--- src/rtl/apb_xfer_ctrl.sv ---
// AHB-to-APB transfer sequencer: address capture, SETUP/ACCESS sequencing, slave decode and response mux.
// Optional ACCESS wait-state timeout is built in when APB_TIMEOUT_EN is defined.
module apb_xfer_ctrl #(
    parameter int ADDR_WIDTH  = 32,
    parameter int DATA_WIDTH  = 32,
    parameter int NUM_SLV     = 12,
    parameter int SLV_SEL_LSB = 12,
    parameter int TIMEOUT_CYC = 255
) (
    input  logic                           hclk,
    input  logic                           hreset_n,
    input  logic [ADDR_WIDTH-1:0]          haddr_int,
    input  logic                           hsel,
    input  logic                           hready,
    input  logic [1:0]                     htrans,
    input  logic                           hwrite,
    input  logic [DATA_WIDTH-1:0]          hwdata,
    output logic                           hreadyout,
    output logic                           hresp,
    output logic [DATA_WIDTH-1:0]          hrdata,
    output logic [ADDR_WIDTH-1:0]          paddr,
    output logic [NUM_SLV-1:0]             psel,
    output logic                           penable,
    output logic                           pwrite,
    output logic [DATA_WIDTH-1:0]          pwdata,
    input  logic [NUM_SLV*DATA_WIDTH-1:0]  prdata,
    input  logic [NUM_SLV-1:0]             pready,
    input  logic [NUM_SLV-1:0]             pslverr
);

    typedef enum logic [2:0] {
        ST_IDLE   = 3'd0,
        ST_SETUP  = 3'd1,
        ST_ACCESS = 3'd2,
        ST_ERR1   = 3'd3,
        ST_ERR2   = 3'd4
    } state_e;

    state_e                  state_q, state_d;
    logic [ADDR_WIDTH-1:0]   addr_q, addr_d;
    logic                    write_q, write_d;
    logic [3:0]              slot_q, slot_d;

    logic                    req_s;
    logic [3:0]              new_slot_s;
    logic                    new_mapped_s;
    state_e                  req_next_s;
    logic                    accept_s;
    logic [NUM_SLV-1:0]      slot_onehot_s;
    logic                    sel_ready_s;
    logic                    sel_err_s;
    logic [DATA_WIDTH-1:0]   sel_rdata_s;
    logic                    unused_htrans0_s;

    assign req_s            = hsel & hready & htrans[1];
    assign new_slot_s       = haddr_int[SLV_SEL_LSB +: 4];
    assign new_mapped_s     = ({1'b0, new_slot_s} < 5'(NUM_SLV));
    assign req_next_s       = new_mapped_s ? ST_SETUP : ST_ERR1;
    assign unused_htrans0_s = htrans[0];

    assign paddr  = addr_q;
    assign pwrite = write_q;
    assign pwdata = hwdata;

    // Decode the captured slot and mux the selected slave's response; other slaves are masked out
    always_comb begin
        slot_onehot_s = {NUM_SLV{1'b0}};
        sel_ready_s   = 1'b0;
        sel_err_s     = 1'b0;
        sel_rdata_s   = {DATA_WIDTH{1'b0}};
        for (int i = 0; i < NUM_SLV; i++) begin
            slot_onehot_s[i] = (slot_q == 4'(i));
            sel_ready_s      = sel_ready_s | (slot_onehot_s[i] & pready[i]);
            sel_err_s        = sel_err_s | (slot_onehot_s[i] & pslverr[i]);
            sel_rdata_s      = sel_rdata_s |
                               ({DATA_WIDTH{slot_onehot_s[i]}} & prdata[i*DATA_WIDTH +: DATA_WIDTH]);
        end
    end

`ifdef APB_TIMEOUT_EN
    localparam int CNT_W = ($clog2(TIMEOUT_CYC + 1) > 8) ? $clog2(TIMEOUT_CYC + 1) : 8;
    logic [CNT_W-1:0] cnt_q, cnt_d;
    logic             timeout_s;

    assign timeout_s = (cnt_q == CNT_W'(TIMEOUT_CYC - 1));

    // Wait-state counter: cleared on SETUP entry, counts ACCESS cycles without pready
    always_comb begin
        if (state_d == ST_SETUP) begin
            cnt_d = {CNT_W{1'b0}};
        end else if ((state_q == ST_ACCESS) && !sel_ready_s) begin
            cnt_d = cnt_q + {{(CNT_W-1){1'b0}}, 1'b1};
        end else begin
            cnt_d = cnt_q;
        end
    end

    // Wait-state counter register
    always_ff @(posedge hclk or negedge hreset_n) begin
        if (!hreset_n) begin
            cnt_q <= {CNT_W{1'b0}};
        end else begin
            cnt_q <= cnt_d;
        end
    end
`else
    logic timeout_s;
    assign timeout_s = 1'b0;
`endif

    // Sequencer next state, AHB/APB handshake outputs and address-phase capture
    always_comb begin
        state_d   = state_q;
        accept_s  = 1'b0;
        psel      = {NUM_SLV{1'b0}};
        penable   = 1'b0;
        hreadyout = 1'b0;
        hresp     = 1'b0;
        hrdata    = {DATA_WIDTH{1'b0}};
        case (state_q)
            ST_IDLE: begin
                hreadyout = 1'b1;
                accept_s  = 1'b1;
                state_d   = req_s ? req_next_s : ST_IDLE;
            end
            ST_SETUP: begin
                psel    = slot_onehot_s;
                state_d = ST_ACCESS;
            end
            ST_ACCESS: begin
                psel    = slot_onehot_s;
                penable = 1'b1;
                if (sel_ready_s && sel_err_s) begin
                    hresp   = 1'b1;
                    state_d = ST_ERR1;
                end else if (sel_ready_s) begin
                    hreadyout = 1'b1;
                    hrdata    = sel_rdata_s;
                    accept_s  = 1'b1;
                    state_d   = req_s ? req_next_s : ST_IDLE;
                end else if (timeout_s) begin
                    state_d = ST_ERR1;
                end else begin
                    state_d = ST_ACCESS;
                end
            end
            ST_ERR1: begin
                hresp   = 1'b1;
                state_d = ST_ERR2;
            end
            ST_ERR2: begin
                hresp     = 1'b1;
                hreadyout = 1'b1;
                accept_s  = 1'b1;
                state_d   = req_s ? req_next_s : ST_IDLE;
            end
            default: begin
                state_d = ST_IDLE;
            end
        endcase
        addr_d  = (accept_s && req_s) ? haddr_int  : addr_q;
        write_d = (accept_s && req_s) ? hwrite     : write_q;
        slot_d  = (accept_s && req_s) ? new_slot_s : slot_q;
    end

    // State and captured address-phase registers
    always_ff @(posedge hclk or negedge hreset_n) begin
        if (!hreset_n) begin
            state_q <= ST_IDLE;
            addr_q  <= {ADDR_WIDTH{1'b0}};
            write_q <= 1'b0;
            slot_q  <= 4'd0;
        end else begin
            state_q <= state_d;
            addr_q  <= addr_d;
            write_q <= write_d;
            slot_q  <= slot_d;
        end
    end

endmodule

--- config.mk ---
export PLATFORM = sky130hd
export DESIGN_NAME = apb_xfer_ctrl
export DESIGN_NICKNAME = d
export VERILOG_FILES = /design/src/rtl/apb_xfer_ctrl.sv
export SDC_FILE = /design/constraint.sdc
export NUM_CORES = 1
export LEC_CHECK = 0
export ABC_AREA = 1
export ABC_CLOCK_PERIOD_IN_PS = 6800
export BUFFER_PORTS_ARGS = -buffer_cell sky130_fd_sc_hd__clkbuf_2
export CORE_AREA = 5 5 224 226
export DETAILED_ROUTE_END_ITERATION = 6
export DIE_AREA = 0 0 229 231
export GPL_TIMING_DRIVEN = 0
export PLACE_DENSITY = 0.42
export SYNTH_ARGS = -nofsm -noshare
export SYNTH_HDL_FRONTEND = slang
export SYNTH_SLANG_ARGS = --single-unit
--- constraint.sdc ---
create_clock -name hclk -period 6.8 [get_ports hclk]
set_clock_uncertainty 0.05 [all_clocks]
set_input_delay 2.04 -clock hclk [delete_from_list [all_inputs] [get_ports hclk]]
set_output_delay 2.04 -clock hclk [all_outputs]
set_load 0.05 [all_outputs]
==> reports/summary.txt, run 1 <==
Status -> finished clean
Worst-path clk slew -> 0.05 ns
Clk sinks -> 36
Crit Path Max Fanout -> 10
Max-slew violations -> 0
Die ar. -> 0.05290 sq mm
Total Wirelength -> 52320 um
Commonest non-fill, non-tap cells in the layout -> clkbuf_2 (557), nand2_1 (441), nand3_1 (86)
Multi-input combinational cell area -> 0.003201 sq mm
Simple-gate share of the synthesized area -> 0.6250
Routability cong. -> 0.9111
Worst Setup Path Type -> input pin to primary output
Cells after Synth -> 862
Max Freq -> 160.0 MHz
# IOs -> 591
Rel. slew slack -> 0.1383
Leak pwr -> 4.560 nW
Post-Synth Adder-Cell Area -> 0
Syn avg cell area -> 5.376 sq um
Min cycle time layout -> 6.252 ns
Post-DR wirelength/cell -> 25.51 um
CP top delay family -> simple AND/OR/NAND/NOR gates
Ys flop type -> dfrtp_1
Worst path cell trace -> clkbuf_2 > nand3_1 > nand2_1 > nor2_1 > nand2_1 > nor2_2 > nand3_2 > buf_2 > nor2_1 > clkbuf_2
Drc violations -> 0
Path category of the worst min-delay check -> register to register
Final worst setup slack -> 0.5485 ns
Worst vdd ir -> 0.0003046 V
TritonCTS Buffers -> 5
H-tree levels -> 2
Post-synth EDFFs -> 0
Ys async rst share -> 1.000
Drt initial violations -> 410
Worst-Skew Late Latency -> 0.29 ns
Compound-Gate Fraction of Synth Area -> 0.06560
Final Cycle Share -> 0.9193
Nets -> 1905
RR Startpoint -> paddr[12]
Synthesis-stage register bit count -> 36
Final setup viols -> 0
Grt ovf -> 0
Avg Vias per Cell -> 4.124
CP max stage delay -> 0.41 ns
Crit path DAT -> 4.16 ns
CP Capture Type -> primary output
Yosys warns -> 0
Synthesized area -> 0.004634 sq mm
Crit path max-delay cell type -> buf_2
Hold Fails Final Rpt -> 0
Dpl hpwl -> 44930 um
CTS max path bufs -> 2
Antenna-violating nets left -> 0
Initial antenna violation count -> 12
Pre-CTS worst setup slack -> 0.5000 ns
Vias -> 8459
CTS tree -> built
Mux cell area share after synthesis -> 0
Fill cells -> 5792
Syn Nets -> 1341
Hold Buf Count CTS -> 0
Max cap viols -> 0
Layout cells sized above 1 -> 0.4334
Fin cells -> 2051
DIE HEIGHT -> 231 um
R2R cell count -> 12
Setup bufs post-CTS -> 0
Die W -> 229 um
WP data required -> 4.71 ns
Critical Path Stages -> 10
# resized after CTS -> 0
Post-Route Setup TNS -> 0 ns
First-pass GRT wire length -> 69010 um
GRT Util Overall -> 0.1851
PD cells -> 342.7 mW/mm^2
Core Rows -> 81
Input/output buffers -> 557
Core ar. -> 0.04814 sq mm
Synth Area in XOR/XNOR -> 0
Crit path buf inv count -> 3
Setup crit end -> hrdata[23]
RSZ-0062 raised after global routing -> no
Vias in the first global route -> 8758
CTS root buffer -> clkbuf_16
Startpoint class of the critical path -> input pin
Main combinational cell family by area after synthesis -> simple AND/OR/NAND/NOR gates
R2r endpoint -> paddr[31]
Register-to-Register Setup Slack -> 3.55 ns
CP Launch Point -> pslverr[0]
Yosys cell types -> 29
Sequential fraction of the synthesis area -> 0.1944
Sequential cell area -> 900.9 sq um
Slew at the pin closest to its max-slew limit -> 1.292 ns
Most common cell after layout, fill and taps aside -> clkbuf_2
P&R area growth vs syn -> 80.40%
Largest net degree at the start of global routing -> 37
Dpl cells -> 2041
First-pass detailed-route iteration total -> 6
Initial core utilization -> 0.09627
[where the power goes]
group	switching (mW)	total, mW	internal [mW]
Sequential	0.0774	0.386	0.309
Clock	0.0887	0.243	0.154
Combinational	1.69	2.24	0.550
[how the worst min path moves through the flow]
stage                     startpoint         end  cells after the start
after floorplan           state_q[1]  state_q[2]                      2
after global placement     paddr[16]   paddr[16]                      2
after detailed placement   paddr[22]   paddr[22]                      2
after CTS                  paddr[22]   paddr[22]                      2
after global routing       paddr[22]   paddr[22]                      2
final                      paddr[10]   paddr[10]                      2
[flip-flops by register name, summed over array words and instances (netlist names)]
register  count
paddr        32
state_q       3
pwrite        1
[synthesized netlist by cell type, types with 2 or more instances]
cell      count  area [sq um]
buf_2         6         30.03
nor2_1       57         214.0
a22o_1        7         61.31
a21oi_1      19         95.09
clkbuf_1     35         131.4
nor2_2        4         25.02
buf_4        35         262.8
nand2_1     441          1655
nor3_1       27         135.1
inv_1        16         60.06
buf_6         3         33.78
nand3_2       2         20.02
nor4_1        3         18.77
dfrtp_1      36         900.9
nand3_1      86         430.4
nand4_1      59         369.1
a31oi_1       4         25.02
a211oi_1      4         30.03
nand2_4       2         22.52
buf_1         2         7.510
a221oi_1      6         52.55
[kinds of logic after synthesis]
logic type | after synthesis
buffers and inverters | 99
AND/OR/NAND/NOR | 682
AO/OA/AOI/OAI | 45
flip-flops | 36
[layer usage]
metal	GRT usage	share of wire	vias up
met1	0.2081	0.39	3929
met5	0	0.0013	-
met4	0.06803	0.040	10
li1	-	-	3949
met2	0.3386	0.50	495
met3	0.04575	0.071	76
[final cells by class]
type,instances,area share
sequential,36,0.1078
timing repair buffer,557,0.3334
clock buffer,7,0.01826
tap,622,0.09309
buffer,81,0.05567
inverter,18,0.008081
multi-input combinational,727,0.3828
antenna,3,0.0008979
[per-stage QoR]
stage	power, mW	hold slack (ns)	util	instance area (sq um)
floorplan	1.707	0.4619	-	4634
global placement	2.675	0.4048	0.1703	8200
detailed placement	2.680	0.4111	0.1703	8200
CTS	2.933	0.4248	0.1735	8353
global route	3.077	0.4440	0.1736	8358
finish	2.865	0.4210	0.1737	8361
[worst reg2reg max path, cell delays in order (launching register included)]
cell and delay [ns]:
dfrtp_1 0.49, inv_1 0.15, nand2_1 0.22, nor2_1 0.79
nand2_1 0.10, nand2_1 0.09, nor2_1 0.06, nand3_2 0.10
nand3_2 0.37, nand2_4 0.30, buf_4 0.21, nand3_1 0.15
nand2_1 0.11
(Power assumes the default switching activity.)
==> inputs of run 2 (changes only) <==
--- a/config.mk
+++ b/config.mk
@@ -10,5 +10,5 @@
 export BUFFER_PORTS_ARGS = -buffer_cell sky130_fd_sc_hd__clkbuf_2
-export CORE_AREA = 5 5 224 226
+export CORE_AREA = 5 5 227 229
 export DETAILED_ROUTE_END_ITERATION = 6
-export DIE_AREA = 0 0 229 231
+export DIE_AREA = 0 0 232 234
 export GPL_TIMING_DRIVEN = 0
--- a/constraint.sdc
+++ b/constraint.sdc
@@ -4,2 +4,2 @@
 set_output_delay 2.04 -clock hclk [all_outputs]
-set_load 0.05 [all_outputs]
+set_load 0.02 [all_outputs]
==> run 2 against run 1 <==
Net effect: sequential power about the same; flip-flop and latch count unchanged; via count about the same; routed wire length down 0.73%; cell area up 0.85%; sequential share of layout area down 0.091 points; combinational power down 15%; count of clock-buffer cells in the layout down 1; core utilization down 0.32 points; register-to-register slack better by 0.58 ns; global-route usage down 0.64 points; hold slack better by 0.0021 ns; critical path type unchanged.
==> reports/summary.txt, run 2 (same netlist as run 1, synthesis figures left out) <==
Fill cells -> 5949
Hold Path Depth -> 2
Max Freq -> 167.1 MHz
Dpl cells -> 2091
Max-slew violations -> 0
CP max stage delay -> 0.38 ns
CTS max path bufs -> 2
Sw Share -> 0.5950
Post-DR wirelength/cell -> 24.72 um
Final design utilization -> 0.1705
Vias -> 8457
# resized after CTS -> 0
Crit path max-delay cell type -> buf_2
Die ar. -> 0.05429 sq mm
Initial core utilization -> 0.09372
Routability cong. -> 0.9007
Rel. slew slack -> 0.1429
Worst-path clk slew -> 0.06 ns
R2R cell count -> 12
Hold Buf Count CTS -> 0
Crit path buf inv count -> 3
Avg Vias per Cell -> 4.025
Final worst setup slack -> 0.8147 ns
Status -> finished clean
Total power -> 2.549 mW
H-tree levels -> 2
Path category of the worst min-delay check -> register to register
Drc violations -> 0
GRT Util Overall -> 0.1787
Net Switching -> 1.517 mW
Max reg flops -> 32
Most common cell after layout, fill and taps aside -> clkbuf_2
Antenna-violating nets left -> 0
Worst path cell trace -> clkbuf_2 > nand3_1 > nand2_1 > nor2_1 > nand2_1 > nor2_2 > nand3_2 > buf_2 > a21oi_1 > clkbuf_2
Core Rows -> 82
Clk sinks -> 36
Fin cells -> 2101
Worst-Skew Late Latency -> 0.28 ns
Nets -> 1905
Design Area, Final -> 0.008432 sq mm
WP data required -> 4.71 ns
Pre-CTS worst setup slack -> 0.7612 ns
Input/output buffers -> 557
Vias in the first global route -> 8819
Post-Route Setup TNS -> 0 ns
Final setup viols -> 0
First-pass GRT wire length -> 68070 um
Sequential cell area -> 900.9 sq um
Slew at the pin closest to its max-slew limit -> 1.281 ns
RSZ-0062 raised after global routing -> no
Crit Path Max Fanout -> 10
Int Power -> 1.032 mW
Layout cells sized above 1 -> 0.4331
# IOs -> 591
CTS root buffer -> clkbuf_16
DIE HEIGHT -> 234 um
Max cap viols -> 0
Worst vdd ir -> 0.0001676 V
Sequential power share -> 0.152
Worst Setup Path Type -> input pin to primary output
Commonest non-fill, non-tap cells in the layout -> clkbuf_2 (557), nand2_1 (441), nand3_1 (86)
CTS tree -> built
Largest net degree at the start of global routing -> 37
Final Cycle Share -> 0.8802
Hold Fails Final Rpt -> 0
Min cycle time layout -> 5.985 ns
Startpoint class of the critical path -> input pin
Multi-input combinational cell area -> 0.003201 sq mm
Hold_ws -> 0.4231 ns
PD cells -> 302.3 mW/mm^2
Clock share of power -> 0.104
CP top delay family -> simple AND/OR/NAND/NOR gates
P&R area growth vs syn -> 81.94%
Drt initial violations -> 484
Crit path DAT -> 3.90 ns
Gate power share -> 0.744
First-pass detailed-route iteration total -> 5
Critical Path Stages -> 10
Setup bufs post-CTS -> 0
Core ar. -> 0.04945 sq mm
Die W -> 232 um
CP Capture Type -> primary output
Total Wirelength -> 51940 um
Grt ovf -> 0
Initial antenna violation count -> 24
Placed cell area -> 0.008263 sq mm
TritonCTS Buffers -> 5
Leak pwr -> 4.564 nW
Dpl hpwl -> 44570 um
-- run 2: cell types whose count changed in the layout (fill, tap and decap cells not counted) --
cell and change:
bufinv_16 +1, diode_2 -1, clkinv_2 +1, clkbuf_8 -2
clkbuf_1 +1
-- run 2: power by group through the flow --
stage                     clock, mW  combinational (mW)  sequential, mW
after floorplan                   0               0.893           0.483
after global placement            0                1.95           0.387
after detailed placement          0                1.95           0.388
after CTS                     0.273                1.95           0.389
after global routing          0.280                2.09           0.403
final                         0.264                1.90           0.388
-- run 2: final timing paths --
check / start / end / slack [ns]
setup / recovery: pslverr[3] / hrdata[30] / 0.81
hold / removal: paddr[23] / paddr[23] / 0.42
setup reg to reg: paddr[12] / paddr[24] / 4.13
hold reg to reg: paddr[23] / paddr[23] / 0.42
max in group asynchronous: hreset_n / paddr[13] / 4.25
min in group asynchronous: hreset_n / paddr[30] / 1.86
-- run 2: area by class of cell --
class                      count  area share
multi-input combinational    727      0.3796
timing repair buffer         557      0.3306
sequential                    36      0.1068
tap                          672     0.09972
buffer                        81     0.05520
clock buffer                   6     0.01528
inverter                      18    0.008013
clock inverter                 2    0.004155
antenna                        2   0.0005936
-- run 2: routing by layer --
layer	up-vias	global-route usage	wire (um)
met5	-	0	138
met3	94	0.05279	4741
met1	3876	0.2020	19600
met4	22	0.05188	1779
met2	510	0.3263	25690
li1	3955	-	-
-- run 2: worst reg2reg max path, stage by stage (launching register included) --
cell and delay, ns:
dfrtp_1 0.47, inv_1 0.14, nand2_1 0.16, nor2_1 0.48, nand2_1 0.11, nand2_1 0.09, nor2_1 0.07, nand3_2 0.09
nand3_2 0.28, nand2_4 0.25, buf_4 0.20, nand3_1 0.12, nand2_1 0.10
